===== src/rtl/mem_access_stage.sv =====
// MEM-stage access controller: byte/half/word loads and stores on a word-wide DataMemory.
// Sub-word stores use a 2-cycle read-modify-write (IDLE -> RMW_WR) and hold off upstream.
// Ports:
//   clk, reset                  clock, synchronous active-high reset
//   req_valid/req_ready         request handshake from EX/MEM
//   is_load, is_store, size,
//   ld_unsigned, addr,
//   store_data, rd_in           request fields
//   dm_MemRead, dm_MemWrite,
//   dm_address, dm_writeData,
//   dm_readData                 DataMemory interface (read is combinational)
//   wb_valid, wb_data, wb_rd    registered load result toward MEM/WB
//   misaligned                  pulse one cycle after a misaligned request
module mem_access_stage #(
    parameter int ADDR_W     = 32,
    parameter int RD_W       = 5,
    parameter bit BIG_ENDIAN = 1'b1
) (
    input  logic              clk,
    input  logic              reset,
    input  logic              req_valid,
    output logic              req_ready,
    input  logic              is_load,
    input  logic              is_store,
    input  logic [1:0]        size,
    input  logic              ld_unsigned,
    input  logic [ADDR_W-1:0] addr,
    input  logic [31:0]       store_data,
    input  logic [RD_W-1:0]   rd_in,
    output logic              dm_MemRead,
    output logic              dm_MemWrite,
    output logic [ADDR_W-1:0] dm_address,
    output logic [31:0]       dm_writeData,
    input  logic [31:0]       dm_readData,
    output logic              wb_valid,
    output logic [31:0]       wb_data,
    output logic [RD_W-1:0]   wb_rd,
    output logic              misaligned
);

    typedef enum logic {IDLE, RMW_WR} state_t;

    state_t            state;
    logic [ADDR_W-1:0] rmw_addr;
    logic [31:0]       rmw_data;

    logic              accept;
    logic              one_op;
    logic              mis;
    logic              do_load;
    logic              do_wstore;
    logic              do_sstore;
    logic [4:0]        sh;
    logic [31:0]       mask;
    logic [31:0]       lane;
    logic [31:0]       merged;
    logic [31:0]       shifted;
    logic [31:0]       ld_val;
    logic [ADDR_W-1:0] word_addr;

    assign req_ready = (state == IDLE);
    assign accept    = req_valid & req_ready;
    assign one_op    = is_load ^ is_store;
    assign word_addr = {addr[ADDR_W-1:2], 2'b00};

    always_comb begin
        mis = 1'b0;
        unique case (size)
            2'b00: mis = 1'b0;
            2'b01: mis = addr[0];
            2'b10: mis = |addr[1:0];
            2'b11: mis = 1'b1;
        endcase
    end

    // Requests with both or neither of is_load/is_store are silent no-ops.
    assign do_load   = accept & one_op & is_load & ~mis;
    assign do_wstore = accept & one_op & is_store & ~mis & (size == 2'b10);
    assign do_sstore = accept & one_op & is_store & ~mis & (size != 2'b10);

    // Bit offset of the addressed lane inside the memory word.
    always_comb begin
        sh   = 5'd0;
        mask = 32'hFFFF_FFFF;
        lane = store_data;
        unique case (size)
            2'b00: begin
                sh   = BIG_ENDIAN ? {~addr[1:0], 3'b000}
                                  : { addr[1:0], 3'b000};
                mask = 32'h0000_00FF << sh;
                lane = {24'b0, store_data[7:0]} << sh;
            end
            2'b01: begin
                sh   = BIG_ENDIAN ? {~addr[1], 4'b0000}
                                  : { addr[1], 4'b0000};
                mask = 32'h0000_FFFF << sh;
                lane = {16'b0, store_data[15:0]} << sh;
            end
            default: begin
                sh   = 5'd0;
                mask = 32'hFFFF_FFFF;
                lane = store_data;
            end
        endcase
    end

    assign merged  = (dm_readData & ~mask) | lane;
    assign shifted = dm_readData >> sh;

    always_comb begin
        ld_val = shifted;
        unique case (size)
            2'b00: ld_val = {{24{~ld_unsigned & shifted[7]}},
                             shifted[7:0]};
            2'b01: ld_val = {{16{~ld_unsigned & shifted[15]}},
                             shifted[15:0]};
            default: ld_val = shifted;
        endcase
    end

    // Strobes are forced low during reset so an in-flight RMW write is dropped.
    assign dm_MemRead  = ~reset & (do_load | do_sstore);
    assign dm_MemWrite = ~reset & ((state == RMW_WR) | do_wstore);
    assign dm_address  = (state == RMW_WR) ? rmw_addr : word_addr;
    assign dm_writeData = (state == RMW_WR) ? rmw_data : store_data;

    always_ff @(posedge clk) begin
        if (reset) begin
            state      <= IDLE;
            wb_valid   <= 1'b0;
            misaligned <= 1'b0;
            wb_data    <= 32'b0;
            wb_rd      <= '0;
            rmw_addr   <= '0;
            rmw_data   <= 32'b0;
        end else begin
            wb_valid   <= do_load;
            misaligned <= accept & one_op & mis;
            if (do_load) begin
                wb_data <= ld_val;
                wb_rd   <= rd_in;
            end
            unique case (state)
                IDLE: begin
                    if (do_sstore) begin
                        state    <= RMW_WR;
                        rmw_addr <= word_addr;
                        rmw_data <= merged;
                    end
                end
                RMW_WR: state <= IDLE;
            endcase
        end
    end

endmodule


===== config.mk =====
export PLATFORM = sky130hd
export DESIGN_NAME = mem_access_stage
export DESIGN_NICKNAME = d
export VERILOG_FILES = /design/src/rtl/mem_access_stage.sv
export SDC_FILE = /design/constraint.sdc
export NUM_CORES = 1
export LEC_CHECK = 0
export ABC_AREA = 1
export BUFFER_PORTS_ARGS = -buffer_cell sky130_fd_sc_hd__buf_2
export CAP_MARGIN = 20
export CORE_UTILIZATION = 55
export DETAILED_ROUTE_END_ITERATION = 7
export GPL_ROUTABILITY_DRIVEN = 0
export HOLD_SLACK_MARGIN = 0.1
export PLACE_DENSITY = 0.84
export SLEW_MARGIN = 0
export SYNTH_ARGS = -nofsm -noshare
export SYNTH_HDL_FRONTEND = slang
export SYNTH_SLANG_ARGS = --single-unit

===== constraint.sdc =====
create_clock -name clk -period 4.6 [get_ports clk]
set_clock_uncertainty 0.05 [all_clocks]
set_input_delay 0.69 -clock clk [delete_from_list [all_inputs] [get_ports clk]]
set_output_delay 0.69 -clock clk [all_outputs]
set_load 0.05 [all_outputs]

== Word level (Yosys, flattened, before mapping) ==
Index checks and enable logic that the tools add are counted.
Word-level totals
  flip-flop bits (word level): 102
  input port bits: 109
Cells by class
  shifts and indexed selects: 5
  eq/ne operators: 4
  mux-type cells: 9
  bitwise logic cells: 25
  reductions and logical operators: 3
Operators with widths (count)
  32-bit one-hot mux with 2 select lines: 3
  32-bit two-way mux: 2
  32-bit bitwise AND: 1
  32-bit NOT: 1
  32-bit OR: 1
  16-bit by 5-bit << shifter with 32-bit output: 1
  16-bit by 5-bit << shifter with 32-bit output (first input constant): 1
  8-bit by 5-bit << shifter with 32-bit output: 1
  8-bit by 5-bit << shifter with 32-bit output (first input constant): 1
  32-bit by 5-bit >> shifter with 32-bit output: 1
  1-bit bitwise AND: 13
  5-bit one-hot mux with 2 select lines: 1
  1-bit NOT: 5
  2-bit == test (second input constant): 2
  1-bit one-hot mux with 4 select lines: 1
  2-bit by 1-bit == test with 1-bit output (second input constant): 1
  2-bit logical NOT: 1
  2-bit != test (second input constant): 1
  2-bit NOT: 1
  1-bit OR: 2
  1-bit one-hot mux with 2 select lines: 1
  2-bit AND reduction: 1
  2-bit OR reduction: 1
  1-bit two-way mux: 1
  1-bit bitwise XOR: 1

== Depth between registers and ports, before layout ==
Gate-level depths: netlist (run 1).
  depth in word-level cells: 8
  depth in mapped cells: 12
  mapped depth without buffers: 11

== Worst setup path after synthesis (run 1) ==
Ideal clock, no wire load.
  path kind: input to output
  start point: input size[1]
  end point: output dm_MemRead
  data required time: 3.860 ns
  arrival: 2.278 ns
  slack: 1.582 ns
  cell stages on the path: 8
  cell sequence: buf_4 inv_2 o21ai_2 nand2_4 nand3_4 buf_6 buf_2 a21oi_1
On the way
  longest elaborated chain between the ends: 7
Ends and longest elaborated chain
  from (decl): line 25  | input logic [1:0] size,
  2-bit == test (tied with other cells): line 68  | unique case (size)
  1-bit one-hot mux with 4 select lines: line 68
  1-bit NOT: line 77, 79
  1-bit bitwise AND (2 in series): line 79  | assign do_sstore = accept & one_op & is_store & ~mis & (size != 2'b10);
  1-bit OR *: line 122  | assign dm_MemRead = ~reset & (do_load | do_sstore);
  1-bit bitwise AND *: line 122
  to (decl): line 30  | output logic dm_MemRead,
Mark *: on every way between the ends. The rest lies on a longest branch, timed or not.

== Worst setup path after layout (run 1) ==
  start point: register state
  end point: output dm_MemRead
On the way
  longest elaborated chain between the ends: 8
Ends and longest elaborated chain
  from (decl): line 43  | state_t state;
  from (signal assigned): line 129  | state <= IDLE;
  from (signal assigned): line 146  | state <= RMW_WR;
  from (signal assigned): line 151  | RMW_WR: state <= IDLE;
  1-bit NOT *
  1-bit bitwise AND *: line 62  | assign accept = req_valid & req_ready;
  1-bit bitwise AND *: line 77, 79
  1-bit bitwise AND (3 in series): line 79
  1-bit OR *: line 122
  1-bit bitwise AND *: line 122
Marks and branches as above.

==> results.txt, run 1 <==
- Mapped Avg Cell Area: 5.94 sq um
- Sink count of the clock tree: 102
- Final hold violation count: 0
- The later pin in the worst-skew pair is clocked with a latency of 0.36 ns.
- Counting the fill cells in the layout gives 999.
* Fraction of synthesized cell area in xor and xnor cells: 0
- Power density relative to cell area: 297 mW/mm^2
- Timing endpoint of the critical path: dm_MemRead
- Crit path buf inv count: 2
- Port buffering added 212 buffers.
- HP Start: rmw_addr[3]
- Of the total synthesized cell area, the portion taken by full adders, half adders and majority gates is 0.
* Post-CTS sizing: 0
* Element type at the critical path start: register
- Number of I/O pins: 215
- Of the post-synthesis cell area, the part taken by muxes is 0.
- Synth top area share: 0.339
- Fraction of final layout cells with drive strength greater than 1: 0.213
- Final Instance Area: 0.00718 sq mm
- Number of warnings reported in the yosys synthesis log: 0
- Antenna violations before repair: 0
- Row cnt: 37
- In this run, distinct cell masters in the synthesized netlist total 28.
- 0 antenna diodes ended up in the layout.
- The initial utilization of the core area, before any placement, comes to 0.575.
- For this design the static power due to leakage is 3.94 nW.
* CP cell instances: inv_2 > nand3_1 > nor2_1 > nand3_4 > a21oi_1 > buf_2
* Crit Reg-Reg Endpoint: rmw_addr[28]
- After detailed routing, the number of remaining DRC violations is 0.
- At the worst endpoint, the required time is 3.86 ns.
* Die Width: 107 um
* Starting DRC count in detailed routing: 685
- Worst slew margin relative to its limit: 0.451
- Via count of the first global-routing pass: 5774
* Depth of the critical timing path with buffers and inverters included: 6
* Vias per Instance: 5.15
* Drt first pass iters: 6
- Compared with the post-synthesis result, the final layout area differs by 19.2%.
- For this block, the routed nets add up to 17600 um of wire.
* Status: completed
- The clock passes through at most 2 buffers.
- Post-detailed-placement half-perimeter wirelength: 13000 um
- Cell family with the largest share of critical-path delay: simple AND/OR/NAND/NOR gates
* CTS buffer count: 9
- Total congestion overflow after global routing: 0
- Highest attainable clock frequency: 290 MHz
- Total setup violations reported at the end of the flow: 0
- Worst path arrival time: 2.71 ns
- Of the available clock period, the critical path in the final layout requires 0.751.
- Post-synthesis sequential area ratio: 0.339
- In this run, synthesis inferred 0 flip-flops with an integrated enable.
- Along the worst path, the maximum fanout reaches 75.
- The die covers 0.0114 sq mm.
- Clock root buffer: clkbuf_8
- Synthesized instance count: 1013
- Worst vdd ir: 184 uV
- The clock period could shrink to 3.45 ns.
- The min-delay analysis places its worst path in the category reg2reg.
- Routed length per instance: 13.3 um
- Counting tap cells, the placed design contains a total of 1302 instances.
- Clk pin slew, worst setup/hold paths: 0.09 ns
* Most repeated cell in the gate-level netlist after synthesis: nand2_1
* Prevailing post-synth register cell: dfxtp_1
- Setup repair after global routing left no endpoint under its margin.
* Total standard cell area after synthesis: 0.00602 sq mm
- For the pin with the worst max-slew slack, the measured transition is 0.824 ns.
- Dominant combinational cell family by area after synthesis: simple AND/OR/NAND/NOR gates
- Global-route usage over all layers: 0.305
* Compound-Gate Fraction of Synth Area: 0.177
- In the final design database the tool counted 1286 nets.
* Maximum number of pins on one net before global-route repair: 106
- Of all flip-flops after synthesis, the portion carrying an async set or reset was 0.
* Clock tree from TritonCTS: yes
- The floorplan step defined a core boundary enclosing 0.0105 sq mm.
- The first global-routing pass estimated 27700 um of wire.
- The detail route stage leaves a number of antenna-violating nets equal to 0.
- Crit path largest cell delay: 0.62 ns
- Pins Over Slew Limit: 0
* Critical path launch point: state
* Post-route insts no fill: 1318
- The largest total area in the synthesized netlist belongs to dfxtp_1.
* Post-CTS Setup Inserts: 0
- CTS H-tree lvls: 3
- The placed instances occupy a cell area of 0.00696 sq mm.
- Across the run, the number of max-cap violations was 0.
* # hold bufs at CTS: 0
- Counting cells, the worst reg-to-reg path comes to 7.
- STA classifies the critical path endpoint as an output pin.
- Worst reg2reg setup slack: 1.92 ns
- Die H: 107 um
- Max stage delay cell, worst path: nand3_4
- For the final routed database, the setup TNS stands at 0 ns.
* Fraction of the mapped netlist area in simple logic gates: 0.340
- Startpoint of the worst-slack reg-to-reg timing path: state
- The detailed router placed 6784 vias in this run.
- Ranked by total cell area, the synthesized netlist is headed by dfxtp_1 34%, nand2_1 17%, o21ai_0 11%.
- The worst setup path is of the reg2out kind.
* Most numerous cell types in the synthesized netlist: 269 x nand2_1, 146 x nor2_1, 135 x inv_1, 129 x o21ai_0, 102 x dfxtp_1
- #FFs+latches synth: 102
## metrics by stage
stage               power (mW)  setup WS, ns  utilization  hold slack (ns)
floorplan                 1.37          1.58            -            0.375
global placement          1.53          1.27        0.666            0.385
detailed placement        1.53          1.18        0.666            0.390
CTS                       2.13          1.15        0.686            0.404
global route              2.22         0.925        0.686            0.424
finish                    2.13          1.15        0.686            0.402
## per-layer routing
metal | global-route usage | up-vias | share of wire
li1 | - | 3476 | -
met1 | 0.392 | 2937 | 0.42
met2 | 0.514 | 318 | 0.47
met3 | 0.0419 | 53 | 0.086
met4 | 0.124 | 0 | 0.031
met5 | 0 | - | 0
## cell families after synthesis
group | after synthesis
AND/OR/NAND/NOR | 498
other | 1
AO/OA/AOI/OAI | 205
buffers and inverters | 207
flip-flops | 102
## worst min path at each step
| stage | to | slack [ns] | depth (start not counted) |
|---|---|---|---|
| 2_1_floorplan | rmw_addr[26] | 0.37 | 2 |
| 3_3_place_gp | rmw_addr[10] | 0.38 | 2 |
| 3_5_place_dp | rmw_addr[9] | 0.39 | 2 |
| 4_1_cts | rmw_addr[3] | 0.40 | 2 |
| 5_1_grt | rmw_addr[27] | 0.42 | 2 |
| 6_report | rmw_addr[3] | 0.40 | 2 |
## layout by cell type (no fill, tap or decap), drive strengths merged
cell type and count:
nor3 20, bufinv 1, nand3 47, buf 217
o22ai 3, o21a 6, nand2 274, clkinvlp 2
o211ai 5, nor2 148, a21oi 43, o21ai 147
conb 2, clkbuf 9, clkinv 2, dfxtp 102
inv 144, a22oi 1, nand4 9
## state kept, by name, summed over array words and instances, names as in the netlist
name and count:
rmw_data 32, wb_data 32, rmw_addr 30, wb_rd 5, misaligned 1, state 1, wb_valid 1
## cell type report
class	count	area, sq um	share of cell area
multi-input combinational	705	3120	0.434
sequential	102	2040	0.284
timing repair buffer	217	1100	0.153
inverter	142	533	0.0742
tap	136	170	0.0237
clock buffer	9	124	0.0173
clock inverter	7	92.6	0.0129
## worst min-delay path: cells and delay by family, from the launching register on
family | cells | cell delay, ns
flops | 1 | 0.31
buf+inv | 1 | 0.05
compound gates | 1 | 0.05
## where the power goes
| part | internal [mW] | total, mW | switching [mW] |
|---|---|---|---|
| clock network | 0.265 | 0.613 | 0.348 |
| registers | 0.922 | 0.938 | 0.0155 |
| logic | 0.154 | 0.579 | 0.425 |
| total | 1.34 | 2.13 | 0.788 |
Note: power is estimated with default switching activity, not from simulation.
==> run 2: changes to the inputs <==
- CORE_UTILIZATION: 55 -> 51
- PLACE_DENSITY: 0.84 -> 0.79
- clock period: 4.6 -> 3.33 ns (I/O delays scaled with it)
==> run 2 against run 1 <==
  * Global-route usage down 1.3 points
  * First-iteration DRC count rose by 7.4%
  * Die area rose by 7.7%
  * Total power grew 47%
  * Critical path depth did not move
  * Combinational power grew 39%
  * Cell area rose by 1.7%
  * Critical endpoint is now dm_writeData[21]
==> results.txt, run 2 (synthesis gave the netlist of run 1 again) <==
- Status: completed (unchanged).
* Total setup violations reported at the end of the flow: 0 (unchanged)
* HP Start: rd_in[0] (was rmw_addr[3])
* Placeable core region: 0.0115 sq mm (was 0.0105 sq mm)
- Type of destination of the critical path: output pin (unchanged)
* CTS H-tree lvls: 3 (unchanged)
- Placed instance count: 1311 (was 1302)
* Clk pin slew, worst setup/hold paths: 0.07 ns (was 0.09 ns)
- The highest-delay cell along the critical path was buf_4 (was nand3_4).
- The total negative slack for setup checks was 0 ns (unchanged).
* Worst slew margin relative to its limit: 0.424 (was 0.451)
- The top layer reached by signal wires is met4 (unchanged).
- The per-cell via count in the routed design was 5.06 (was 5.15).
- The number of antenna violations at the first check in global routing was 0 (unchanged).
* Clock tree from TritonCTS: yes (unchanged)
- DRC Markers: 0 (unchanged)
* Critical path class: reg2out (unchanged)
- Count of buffers inserted at the top-level ports: 212 (unchanged)
- The critical path data required time is 2.78 ns (was 3.86 ns).
* Element type at the critical path start: register (unchanged)
- CTS buffer count: 9 (unchanged)
- The leakage power of the design was 4.00 nW (was 3.94 nW).
* Global-route usage over all layers: 0.292 (was 0.305)
- The first-pass GRT wire length came to 28800 um (was 27700 um).
- The clock root buffer master is clkbuf_16 (was clkbuf_8).
- Pins Over Slew Limit: 0 (unchanged)
* Final Total Pwr: 3.13 mW (was 2.13 mW)
* Worst reg2reg setup slack: 1.15 ns (was 1.92 ns)
- The wire length on met2 was 8350 um (was 8210 um).
- The number of rows in the core area was 39 (was 37).
- The number of clock sinks was 102 (unchanged).
* Fraction of the cycle the final worst path needs: 0.831
- MaxCap Viol Count: 0 (unchanged)
- The endpoint of the worst hold-timing path is wb_rd[0] (was rmw_addr[3]).
- The maximum cell stage delay along the critical path was 0.64 ns (was 0.62 ns).
* Largest registers: rmw_data: 32 flops, wb_data: 32 flops, rmw_addr: 30 flops (unchanged)
* Signed area change from the synthesized netlist to the final layout: 21.3% (was 19.2%)
- Routed wire length: 17900 um (was 17600 um)
- Final hold violation count: 0 (unchanged)
- Final worst hold slack: 0.349 ns (was 0.402 ns)
- The post-CTS setup buffer count was 0 (unchanged).
* Number of antenna diodes: 0 (unchanged)
- The remaining global-route overflow is 0 (unchanged).
- The overall die width is 111 um (was 107 um).
* Hold/Removal Path Class: in2reg (was reg2reg)
* NumNets Final: 1289 (was 1286)
- Fraction of final layout cells with drive strength greater than 1: 0.214 (was 0.213)
- # hold bufs at CTS: 0 (unchanged)
- Routed length per instance: 13.5 um (was 13.3 um)
- The initial core utilization was 0.525 (was 0.575).
* Total die area: 0.0122 sq mm (was 0.0114 sq mm)
- The slew at the pin closest to its max-slew limit is 0.864 ns (was 0.824 ns).
- The number of violations reported at the end of detailed-routing iteration 0 was 736 (was 685).
- Length of routed wiring on met1: 7650 um (was 7300 um)
* Vias after detailed routing: 6724 (was 6784)
- Length in cells of the worst reg-to-reg path: 10 (was 7)
* Via count of the first global-routing pass: 5778 (was 5774)
- Post-detailed-placement half-perimeter wirelength: 13000 um (about the same)
- Die H: 111 um (was 107 um)
- Placed cell area: 0.00699 sq mm (was 0.00696 sq mm)
- Top library cells by usage in the layout, fill and taps aside: 269 x nand2_1, 212 x buf_2, 146 x nor2_1 (unchanged).
- Drt first pass iters: 6 (unchanged)
- The number of cells on the worst hold path was 3 (was 2).
- The routed wire length on met3 was 1460 um (was 1510 um).
* Final min period: 2.77 ns
- Cell family with the largest share of critical-path delay: buffers and inverters (was simple AND/OR/NAND/NOR gates)
- In this design, the critical path's most frequently occurring cell is buf_4.
- The worst ir drop on vdd was 486 uV (was 184 uV).
- The critical path arrival is 2.22 ns (was 2.71 ns).
- Startpoint of the worst-slack reg-to-reg timing path: state (unchanged)
- The number of buffers and inverters on the critical path came to 4 (was 2).
* Power density relative to cell area: 428 mW/mm^2 (was 297 mW/mm^2)
- The largest net degree at the start of global routing was 126 (was 106).
* Highest attainable clock frequency: 361 MHz
- Post-route insts no fill: 1328 (was 1318)
- RSZ-0062 raised after global routing: no (unchanged).
- The number of gates resized after cts was 0 (unchanged).
- Maximum fanout encountered on the critical timing path: 105 (was 75)
- CP cell instances: buf_4 > inv_2 > buf_4 > nand2_1 > o21ai_0 > buf_2 (was inv_2 > nand3_1 > nor2_1 > nand3_4 > a21oi_1 > buf_2).
- The final design instance area without fill came to 0.00730 sq mm (was 0.00718 sq mm).
* Most common library cell in the layout ignoring fill and taps: nand2_1 (unchanged)
- The post-detailed-route count of antenna-violating nets is 0 (unchanged).
* Number of I/O pins: 215 (unchanged)
- The terminus of the critical flop-to-flop path was wb_data[10] (was rmw_addr[28]).
- The worst-skew pair later-pin latency came to 0.35 ns (was 0.36 ns).
- The largest buffer count on any clock path was 2 (unchanged).
run 2: cell types whose count changed in the layout (fill, tap and decap cells not counted):
cell / change
clkbuf_8: -6
bufinv_16: -1
clkbuf_16: +9
inv_8: -2
clkinv_4: -1
buf_16: +1
clkinvlp_4: -1
clkinv_8: -1
clkbuf_1: +1
buf_4: +2
clkinv_2: +2
run 2: layout make-up:
cell class / count / area, sq um
sequential: 102 / 2040
clock inverter: 3 / 17.5
inverter: 142 / 533
multi-input combinational: 705 / 3120
fill: 1140 / 4170
timing repair buffer: 220 / 1140
clock buffer: 13 / 270
tap: 143 / 179
run 2: per-stage QoR:
step / worst slack [ns] / util
global placement: 0.719 / 0.609
detailed placement: 0.650 / 0.609
CTS: 0.563 / 0.634
finish: 0.563 / 0.637
floorplan: 0.565 / -
global route: 0.363 / 0.637
run 2: metal layers:
layer	global-route usage	up-vias
met5	0	-
met4	0.107	0
met1	0.379	2910
li1	-	3480
met3	0.0530	36
met2	0.484	298
run 2: power breakdown:
part,total [mW],switching (mW),leakage (nW),internal [mW]
registers,1.29,0.0191,0.830,1.27
clock network,1.02,0.458,0.142,0.566
logic,0.807,0.591,3.03,0.216
run 2: worst max path at each step:
stage / from / end / slack (ns) / cells past startpoint
floorplan: state / dm_writeData[22] / 0.56 / 4
global placement: size[1] / rmw_addr[19] / 0.72 / 8
detailed placement: size[1] / rmw_data[7] / 0.65 / 9
CTS: state / dm_writeData[25] / 0.56 / 6
global route: state / dm_address[25] / 0.36 / 6
finish: state / dm_writeData[21] / 0.56 / 6
run 2: worst register-to-register path, cell delays in order, from the launching register on:
cell and delay (ns):
dfxtp_1 0.31, buf_4 0.20, inv_2 0.08, nand3_1 0.09, nor2_1 0.18, nand2_4 0.23
inv_2 0.60, nor2_1 0.13, nor2_1 0.13, nand2_1 0.06, inv_1 0.05
